[src/rtl/inertial_integrator.sv]
// Gyro/accel pitch integrator: offset self-calibration after reset or clr, then gyro integration with accel-fusion nudge.
// Outputs register 1 cycle after vld_in; no backpressure, every strobe (including back-to-back) is consumed.
module inertial_integrator #(
    parameter int FAST_SIM    = 1,
    parameter int FUSION_GAIN = 1024
) (
    input  logic        clk,
    input  logic        rst_n,
    input  logic        clr,
    input  logic        vld_in,
    input  logic [15:0] ptch_rt_raw,
    input  logic [15:0] AZ,
    output logic [15:0] ptch,
    output logic [15:0] ptch_rt,
    output logic        vld,
    output logic        cal_done
);

    localparam int CAL_SHIFT = (FAST_SIM != 0) ? 4 : 10;
    localparam int AW        = 16 + CAL_SHIFT;

    typedef enum logic {ST_CAL, ST_RUN} state_t;

    state_t                 r_state;
    logic [CAL_SHIFT-1:0]   r_cal_cnt;
    logic signed [AW-1:0]   r_rt_acc;
    logic signed [AW-1:0]   r_az_acc;
    logic [15:0]            r_rt_off;
    logic [15:0]            r_az_off;
    logic signed [26:0]     r_ptch_int;
    logic [15:0]            r_ptch;
    logic [15:0]            r_ptch_rt;
    logic                   r_vld;
    logic                   r_cal_done;

    logic signed [AW-1:0]   w_rt_sum;
    logic signed [AW-1:0]   w_az_sum;
    logic [16:0]            w_rt_diff;
    logic [16:0]            w_az_diff;
    logic [15:0]            w_rt_comp;
    logic [15:0]            w_az_comp;
    logic signed [25:0]     w_az_ext;
    logic signed [25:0]     w_prod;
    logic signed [25:0]     w_ptch_acc;
    logic signed [25:0]     w_ptch_ext;
    logic signed [26:0]     w_fusion;
    logic signed [26:0]     w_rt_ext;
    logic signed [26:0]     w_ptch_int_nxt;

    function automatic logic [15:0] sat17(input logic [16:0] d);
        if (d[16] != d[15])
            return d[16] ? 16'h8000 : 16'h7FFF;
        return d[15:0];
    endfunction

    always_comb begin
        w_rt_sum       = r_rt_acc + {{CAL_SHIFT{ptch_rt_raw[15]}}, ptch_rt_raw};
        w_az_sum       = r_az_acc + {{CAL_SHIFT{AZ[15]}}, AZ};
        w_rt_diff      = {ptch_rt_raw[15], ptch_rt_raw} - {r_rt_off[15], r_rt_off};
        w_az_diff      = {AZ[15], AZ} - {r_az_off[15], r_az_off};
        w_rt_comp      = sat17(w_rt_diff);
        w_az_comp      = sat17(w_az_diff);
        w_az_ext       = {{10{w_az_comp[15]}}, w_az_comp};
        w_prod         = w_az_ext * 26'sd327;
        // Arithmetic shift keeps the same value as sign-extending prod[25:13].
        w_ptch_acc     = w_prod >>> 13;
        w_ptch_ext     = {{10{r_ptch[15]}}, r_ptch};
        w_fusion       = (w_ptch_acc > w_ptch_ext) ? 27'(FUSION_GAIN) : -27'(FUSION_GAIN);
        w_rt_ext       = {{11{w_rt_comp[15]}}, w_rt_comp};
        w_ptch_int_nxt = r_ptch_int - w_rt_ext + w_fusion;
    end

    always_ff @(posedge clk or negedge rst_n) begin
        if (!rst_n) begin
            r_state    <= ST_CAL;
            r_cal_cnt  <= '0;
            r_rt_acc   <= '0;
            r_az_acc   <= '0;
            r_rt_off   <= '0;
            r_az_off   <= '0;
            r_ptch_int <= '0;
            r_ptch     <= '0;
            r_ptch_rt  <= '0;
            r_vld      <= 1'b0;
            r_cal_done <= 1'b0;
        end else if (clr) begin
            r_state    <= ST_CAL;
            r_cal_cnt  <= '0;
            r_rt_acc   <= '0;
            r_az_acc   <= '0;
            r_rt_off   <= '0;
            r_az_off   <= '0;
            r_ptch_int <= '0;
            r_ptch     <= '0;
            r_ptch_rt  <= '0;
            r_vld      <= 1'b0;
            r_cal_done <= 1'b0;
        end else begin
            r_vld <= 1'b0;
            case (r_state)
                ST_CAL: begin
                    if (vld_in) begin
                        r_rt_acc  <= w_rt_sum;
                        r_az_acc  <= w_az_sum;
                        r_cal_cnt <= r_cal_cnt + CAL_SHIFT'(1);
                        // Top 16 bits of the full sum are the floor average.
                        if (&r_cal_cnt) begin
                            r_rt_off   <= w_rt_sum[CAL_SHIFT +: 16];
                            r_az_off   <= w_az_sum[CAL_SHIFT +: 16];
                            r_state    <= ST_RUN;
                            r_cal_done <= 1'b1;
                        end
                    end
                end
                ST_RUN: begin
                    if (vld_in) begin
                        r_ptch_int <= w_ptch_int_nxt;
                        r_ptch     <= w_ptch_int_nxt[26:11];
                        r_ptch_rt  <= w_rt_comp;
                        r_vld      <= 1'b1;
                    end
                end
                default: r_state <= ST_CAL;
            endcase
        end
    end

    assign ptch     = r_ptch;
    assign ptch_rt  = r_ptch_rt;
    assign vld      = r_vld;
    assign cal_done = r_cal_done;

endmodule
[config.mk]
export PLATFORM = sky130hd
export DESIGN_NAME = inertial_integrator
export DESIGN_NICKNAME = d
export VERILOG_FILES = /design/src/rtl/inertial_integrator.sv
export SDC_FILE = /design/constraint.sdc
export NUM_CORES = 1
export LEC_CHECK = 0
export BUFFER_PORTS_ARGS = -buffer_cell sky130_fd_sc_hd__buf_2
export CAP_MARGIN = 0
export CORE_UTILIZATION = 45
export DETAILED_ROUTE_END_ITERATION = 7
export REMOVE_ABC_BUFFERS = 1
export SKIP_CTS_REPAIR_TIMING = 1
export SLEW_MARGIN = 10
export SYNTH_ARGS = -nofsm -noshare
export SYNTH_HDL_FRONTEND = slang
export SYNTH_SLANG_ARGS = --single-unit
[constraint.sdc]
create_clock -name clk -period 13.29 [get_ports clk]
set_clock_uncertainty 0.15 [all_clocks]
set_input_delay 3.3225 -clock clk [delete_from_list [all_inputs] [get_ports clk]]
set_output_delay 3.3225 -clock clk [all_outputs]
set_load 0.01 [all_outputs]
Yosys cells after proc, flatten, opt, wreduce, memory -nomap -nowiden:

Cells that the tools add are included.

* flip-flop bits (word level): 138
* input port bits: 36
* output and inout bits: 34
* word-level logic and storage cells: 76

* add/sub/neg operators: 7
* $mul: 1
* $lt $le $gt $ge: 1
* eq/ne operators: 3
* muxes and demuxes: 46
* reductions and logical operators: 7

Operators with widths (count)
* $mux 16: 20
* $mux 20: 6
* $mux 27: 4
* $add 20x20->20: 2
* $sub 16x16->17: 2
* $add 27x27->27: 1
* $sub 27x16->27: 1
* $mul 16x10->26 const B: 1
* $gt 13x16->1: 1
* $mux 1: 13
* $mux 4: 3
* $reduce_bool 2->1: 3
* $add 4x1->4 const B: 1
* $reduce_and 2->1: 2
* $reduce_and 4->1: 1
* $reduce_and 3->1: 1
* $ne 1x1->1: 2
* $ne 2x2->1 const B: 1

Longest topological paths before layout:

Gate-level depths: netlist (run 1).

* depth in word-level cells: 11
* depth in mapped cells: 51
* gate-level depth less buffers: 49

Worst setup path after synthesis (run 1):

No wires, ideal clock.

* path type: input-to-reg
* start: input port AZ[0]
* end: register r_ptch_int[26]
* setup time: 0.122 ns
* arrival time: 13.769 ns
* data required time: 13.018 ns
* setup slack: -0.750 ns
* stages on the path: 49
* buffers on the path: 2
* cells stage by stage: inv_1 ha_1 fa_1 nand2b_1 a21oi_2 o41ai_4 or4_1 nand2_1 nand2_1 ha_1 inv_1 and3_1 buf_2 clkbuf_1 a21o_1 ha_1 ha_1 inv_1 [... 13 more ...] or4b_4 xnor2_1 ha_1 and4_1 nand4_1 o21ai_0 a31o_2 fa_1 ha_1 or3_1 a211oi_1 o21ai_0 nand3_1 a21oi_1 nor2_1 a21oi_1 or3_1 a32o_1

* cells in the longest elaborated chain, start to end: 11
* elaborated cells on any way between the ends: 13
* classes of those cells: add/sub (2); mul (1); order compare (1); eq/ne (1); mux (8)

RTL lines
* from (decl): RTL line 12 `input logic [15:0] AZ,`
* $sub 16x16->17 *: RTL line 60 `w_az_diff = {AZ[15], AZ} - {r_az_off[15], r_az_off};`
* $mux 16 or $ne 1x1->1 (tied branches): RTL line 52, 51
* $mux 16 or $mux 1 (tied branches): RTL line 51 `if (d[16] != d[15])`
* $mux 16 *: RTL line 53 `return d[15:0];`
* $mul 16x10->26 *: RTL line 64 `w_prod = w_az_ext * 26'sd327;`
* $gt 13x16->1 *: RTL line 68 `w_fusion = (w_ptch_acc > w_ptch_ext) ? 27'(FUSION_GAIN) : -27'(FUSION_GAIN);`
* $mux 27 *: RTL line 68
* $add 27x27->27 *: RTL line 70 `w_ptch_int_nxt = r_ptch_int - w_rt_ext + w_fusion;`
* $mux 27 *: RTL line 116 `if (vld_in) begin`
* $mux 27 *: RTL line 100 `case (r_state)`
* $mux 27 *: RTL line 86 `end else if (clr) begin`
* to (signal assigned): RTL line 117 `r_ptch_int <= w_ptch_int_nxt;`
* to (decl): RTL line 30 `logic signed [26:0] r_ptch_int;`

Mark *: on every way between the ends. The rest lies on a longest branch, timed or not. The select of a mux whose other input is x is not followed.
A chain may end at the register's enable or synchronous reset.

Final worst setup path (run 1):

Same ends and word-level chain as after synthesis.

==> summary.txt, run 1 <==
Status: complete, but fails checks
Failing checks: negative setup slack
DRT Pass-1 Iters: 7
Min cycle time layout: 13.51 ns
Max stage delay on crit path: 0.58 ns
First-pass GRT wire length: 51.83 mm
Overflow after GRT: 0
Clock Sinks: 122
Mapped Cells: 1427
Cell taking the most area after synthesis: dfrtp_1
Top-count cell post-synth: ha_1
# setup viols final: 5
Num CTS Buffers: 17
R2R Setup Slk: 2.33 ns
Synth top area cells: dfrtp_1 24%, ha_1 20%, fa_1 9.6%
Worst Setup End Kind: flip-flop
Reg-to-Reg Start: r_az_off[0]$_DFFE_PN0P_
Simple-gate share of the synthesized area: 13.75%
Clock tree buffer depth: 2
H-tree depth reported by CTS: 4
Vias in the first global route: 10422
DRC viols: 0
Hold WS: 0.3307 ns
Clock Latency Late Sink: 0.42 ns
Final TNS setup: -0.6127 ns
Initial drt markers: 487
Root Driver: clkbuf_16
RSZ-0062 raised after global routing: true
Die width: 170.1 um
Initial antenna violation count: 0
DP Area: 14440 um^2
CP Class: primary input to flip-flop
Critical path startpoint category: primary input
Post-synthesis adder-cell area fraction: 29.78%
Leading register cell type out of synthesis: dfrtp_1
Port bufs: 69
Worst hold path type: flip-flop to flip-flop
Antenna-violating nets left: 0
Total of max-cap violations: 0
Final period utilization: 101.6%
Placer Congestion: 0.9173
Slowest stage cell on the critical path: or4b_4
Vias per Instance: 5.279
Die height: 170.1 um
Fillers: 2521
Max Transition Viols Final: 0
Slew HR: 19.19%
Xor and xnor area share after synthesis: 7.156%
Worst EP arrival: 13.66 ns
CP Capture Point: r_ptch_int[26]$_DFFE_PN0P_
Post-synthesis async set-or-reset flop share: 100.0%
Vias: 10647
Final Cell Area: 15790 um^2
Most frequent cell on the critical path: ha_4
Critical Path Fanout Max: 6
Post-synthesis mux area share: 0.2559%
Distinct cell type count after synthesis: 71
Fmax: 74.03 MHz
Share of the synthesized area in the top cell type: 24.02%
Setup WS post-layout: -0.2184 ns
#FFs+latches synth: 122
Worst r2r dst: r_ptch_int[26]$_DFFE_PN0P_
Final Hold Fails: 0
Leading cell types by count after synthesis: 205 x ha_1, 176 x nand2_1, 128 x inv_1
Nets@finish: 1928
DRT Wirelength: 32.15 mm
Largest net degree at the start of global routing: 68
Cell Area, Synth: 12710 um^2
Worst slew pin tran: 1.209 ns
Largest family of logic cells by synthesized area: adder cells
Synth Warn #: 0
Layout cells sized above 1: 23.00%
Sequential share of the synthesized area: 24.02%
CTS clk-pin slew, worst paths: 0.06 ns
WP data required: 13.44 ns
Diode count: 0
I/O pins: 70
Area of the core: 27780 um^2
Drt wl/cell: 15.94 um
Global-route usage over all layers: 22.71%
Synthesized area per cell: 8.908 um^2
EDFF count, synth: 0
Synth Area in Compound Gates: 19.12%
Hpwl dp: 24.54 mm
Reg2Reg Depth: 47
Standard-cell row count: 61
Starting density of the core: 45.76%
TritonCTS clock tree: yes
Synthesis-to-layout area growth: 24.23%
Crit path launch: AZ[0]
Die footprint: 28930 um^2
-- cell type report --
cell class	instances	area [um^2]	share of cell area, %
clock buffer	18	439.2	2.781
sequential	122	3053	19.33
tap	378	473.0	2.995
clock inverter	14	161.4	1.022
multi-input combinational	1122	9564	60.56
timing repair buffer	234	1615	10.23
inverter	129	486.7	3.082
-- flip-flops by register name, summed over array words and instances, names as in the netlist, 4 cells and up --
signal	flops
r_az_acc	20
r_rt_off	16
r_cal_cnt	4
ptch_rt	16
r_az_off	16
r_rt_acc	20
r_ptch_int	27
-- how the worst min path moves through the flow --
stage                                          start                         end  slack [ns]  depth (start not counted)
after CTS                  r_ptch_int[0]$_DFFE_PN0P_   r_ptch_int[0]$_DFFE_PN0P_        0.34                          2
after detailed placement     ptch_rt[11]$_DFFE_PN0P_     ptch_rt[11]$_DFFE_PN0P_        0.32                          2
after global routing      r_ptch_int[10]$_DFFE_PN0P_  r_ptch_int[10]$_DFFE_PN0P_        0.35                          2
final                        r_az_off[2]$_DFFE_PN0P_     r_az_off[2]$_DFFE_PN0P_        0.33                          2
after global placement       ptch_rt[13]$_DFFE_PN0P_     ptch_rt[13]$_DFFE_PN0P_        0.31                          2
after floorplan             r_az_off[10]$_DFFE_PN0P_    r_az_off[10]$_DFFE_PN0P_        0.30                          2
-- worst max-delay path, delay by kind of cell --
family                   cells  cell delay [ns]
AO/OA/AOI/OAI               16             2.34
adder cells (fa/ha/maj)     12             4.05
buffers and inverters        6             0.34
XOR/XNOR                     1             0.33
AND/OR/NAND/NOR             14             3.23
-- cells in the final DEF (no fill, tap or decap), types with 7 or more instances in the layout --
cell / n
a21o_1: 37
nor2_1: 76
ha_1: 179
o21ai_1: 10
and3_1: 10
nand3_1: 16
ha_4: 23
a21oi_2: 16
nor2b_1: 10
buf_2: 67
inv_1: 125
xnor2_1: 59
o21a_1: 19
xor2_1: 39
o21bai_1: 7
dfrtp_1: 122
o21ai_0: 65
nand2b_1: 22
buf_4: 161
a21oi_1: 88
o211ai_1: 8
o31ai_1: 23
nor3_1: 19
or2_2: 7
clkbuf_16: 17
nand2_1: 174
a211oi_1: 15
a21boi_0: 9
fa_1: 59
or3_1: 14
-- logic make-up (layout without fill, tap and decap cells) --
| logic type | Yosys count | after routing |
|---|---|---|
| DFF | 122 | 122 |
| muxes | 2 | 2 |
| and+or+nand+nor | 381 | 381 |
| buffers and inverters | 184 | 395 |
| AOI/OAI and AO/OA | 369 | 370 |
| adders and majority gates | 266 | 266 |
| xor gates and xnor gates | 103 | 103 |
-- per-stage QoR --
stage | instances | util (%) | setup slack [ns]
floorplan | 1372 | - | -0.7371
global placement | 1972 | 51.96 | -0.9808
detailed placement | 1972 | 51.96 | -1.205
CTS | 2004 | 54.13 | -0.8031
global route | 2017 | 56.85 | -0.5791
finish | 2017 | 56.85 | -0.2184
-- per-layer routing --
metal | vias up | part of all wire [%] | routed length, um | global-route usage [%]
met5 | - | 0 | 0 | 0
met4 | 0 | 1.5 | 470 | 6.071
met3 | 26 | 2.8 | 913 | 2.674
met2 | 142 | 50 | 16080 | 38.81
met1 | 5111 | 46 | 14680 | 30.28
li1 | 5368 | - | - | -
Power of run 1 is not shown: default switching activity piles up to over one toggle a cycle in this logic, so the estimate is an artifact.
==> run 2, diff against run 1 <==
- BUFFER_PORTS_ARGS: -buffer_cell sky130_fd_sc_hd__buf_2 -> not set
- DONT_BUFFER_PORTS: not set -> 1
- clock period: 13.29 -> 12.5 ns (I/O delays scaled with it)
==> summary.txt, run 2 (synthesized netlist as in run 1, its figures left out) <==
Layout cells sized above 1: 18.71% (-4.3 points)
Placer Congestion: 0.8973 (-2.2%)
# setup viols final: 13 (+8)
Fin cells: 1928 (-4.4%)
Initial antenna violation count: 0 (unchanged)
Setup WS post-layout: -0.6088 ns (-0.3905 ns)
Standard-cell row count: 61 (unchanged)
H-tree depth reported by CTS: 4 (unchanged)
Diode count: 0 (unchanged)
Slowest stage cell on the critical path: or4b_4
Area of the core: 27780 um^2 (unchanged)
Die footprint: 28930 um^2 (unchanged)
I/O pins: 70 (unchanged)
Die height: 170.1 um (unchanged)
Clock Sinks: 122 (unchanged)
Crit path launch: AZ[0]
DRT Pass-1 Iters: 5 (-2)
Most frequent cells in the layout: 179 x ha_1, 173 x nand2_1, 140 x buf_4
Status: complete, but fails checks
WP data required: 12.66 ns (-0.78 ns)
Root Driver: clkbuf_16
CTS clk-pin slew, worst paths: 0.06 ns (about the same)
Critical path startpoint category: primary input
Hpwl dp: 24.13 mm (-1.7%)
Worst slew pin tran: 1.198 ns (-0.01140 ns)
Overflow after GRT: 0 (unchanged)
Clock tree buffer depth: 2 (unchanged)
Initial drt markers: 431 (-11%)
First-pass GRT wire length: 52.25 mm (+0.81%)
Max reg flops: 27 (unchanged)
Vias per Instance: 5.338 (+1.1%)
Global-route usage over all layers: 22.75% (+0.040 points)
Nets@finish: 1839 (-4.6%)
Most frequent cell on the critical path: ha_4
Drt wl/cell: 16.40 um (+2.9%)
Reg-to-Reg Start: r_az_off[0]$_DFFE_PN0P_
Die width: 170.1 um (unchanged)
Hold Path End: r_ptch_int[0]$_DFFE_PN0P_
Regs by FF count: r_ptch_int x27, r_az_acc x20, r_rt_acc x20
Worst r2r dst: r_ptch_int[26]$_DFFE_PN0P_
Vias: 10292 (-3.3%)
Port bufs: 0 (-100%)
TritonCTS clock tree: yes
DP Area: 13950 um^2 (-3.4%)
DRC viols: 0 (unchanged)
Synthesis-to-layout area growth: 20.15%
HP Start: r_ptch_int[0]$_DFFE_PN0P_
Final period utilization: 104.9%
Final Hold Fails: 0 (unchanged)
Final Cell Area: 15270 um^2 (-3.3%)
R2R Setup Slk: 1.63 ns (-0.70 ns)
Fillers: 2581 (+2.4%)
Worst EP arrival: 13.27 ns (-0.39 ns)
Clock Latency Late Sink: 0.43 ns (about the same)
CP Class: primary input to flip-flop
Vias in the first global route: 10433 (+0.11%)
Reg2Reg Depth: 47 (unchanged)
Placed Instances: 1885 (-4.4%)
Antenna-violating nets left: 0 (unchanged)
Worst Setup End Kind: flip-flop
Starting density of the core: 45.76% (unchanged)
Slew HR: 19.84% (+0.64 points)
Worst Hold Depth: 2 (unchanged)
Failing checks: negative setup slack
Worst hold path type: flip-flop to flip-flop
Total of max-cap violations: 0 (unchanged)
Top reg by flops: r_ptch_int
RSZ-0062 raised after global routing: true
Min cycle time layout: 13.11 ns
Max stage delay on crit path: 0.58 ns (about the same)
Max Transition Viols Final: 0 (unchanged)
Fmax: 76.28 MHz
Critical Path Fanout Max: 7 (+1)
Num CTS Buffers: 17 (unchanged)
Commonest non-fill, non-tap cell in the layout: ha_1
Largest net degree at the start of global routing: 123 (+81%)
DRT Wirelength: 31.62 mm (-1.6%)
## run 2: worst max path at each step
stage                                  to  slack (ns)  cells past startpoint
3_5_place_dp   r_ptch_int[26]$_DFFE_PN0P_       -1.63                     48
5_1_grt        r_ptch_int[26]$_DFFE_PN0P_       -0.97                     48
2_1_floorplan  r_ptch_int[26]$_DFFE_PN0P_       -1.33                     47
6_report       r_ptch_int[26]$_DFFE_PN0P_       -0.61                     48
4_1_cts        r_ptch_int[26]$_DFFE_PN0P_       -1.26                     49
3_3_place_gp   r_ptch_int[26]$_DFFE_PN0P_       -1.38                     49
## run 2: cell type report
class	count	area, um^2	area share, %
clock inverter	14	157.7	1.032
inverter	129	491.7	3.219
sequential	122	3053	19.99
tap	378	473.0	3.097
clock buffer	18	439.2	2.875
timing repair buffer	146	1119	7.324
multi-input combinational	1121	9540	62.46
## run 2: metrics by stage
step	hold WS [ns]	worst slack [ns]	setup TNS, ns	utilization (%)
after floorplan	0.2985	-1.330	-15.18	-
after global placement	0.3124	-1.384	-17.83	50.21
after detailed placement	0.3213	-1.633	-20.48	50.21
after CTS	0.3351	-1.260	-14.37	52.36
after global routing	0.3609	-0.9708	-10.55	54.98
final	0.3316	-0.6088	-4.969	54.98
## run 2: critical path, delay by kind of cell
| kind | cells | cell delay (ns) |
|---|---|---|
| and+or+nand+nor | 15 | 3.11 |
| xor gates and xnor gates | 1 | 0.33 |
| AOI/OAI and AO/OA | 15 | 2.37 |
| adders and majority gates | 12 | 4.05 |
| buffers and inverters | 5 | 0.27 |
## run 2: layer usage
layer,routed length [um],part of all wire (%),up-vias,global-route usage (%)
met4,456,1.4,0,5.797
met1,14380,45,4955,29.66
met2,15560,49,134,38.79
met5,0,0,-,0
li1,-,-,5171,-
met3,1225,3.9,32,4.000
Power of run 2 is left out for the same reason.
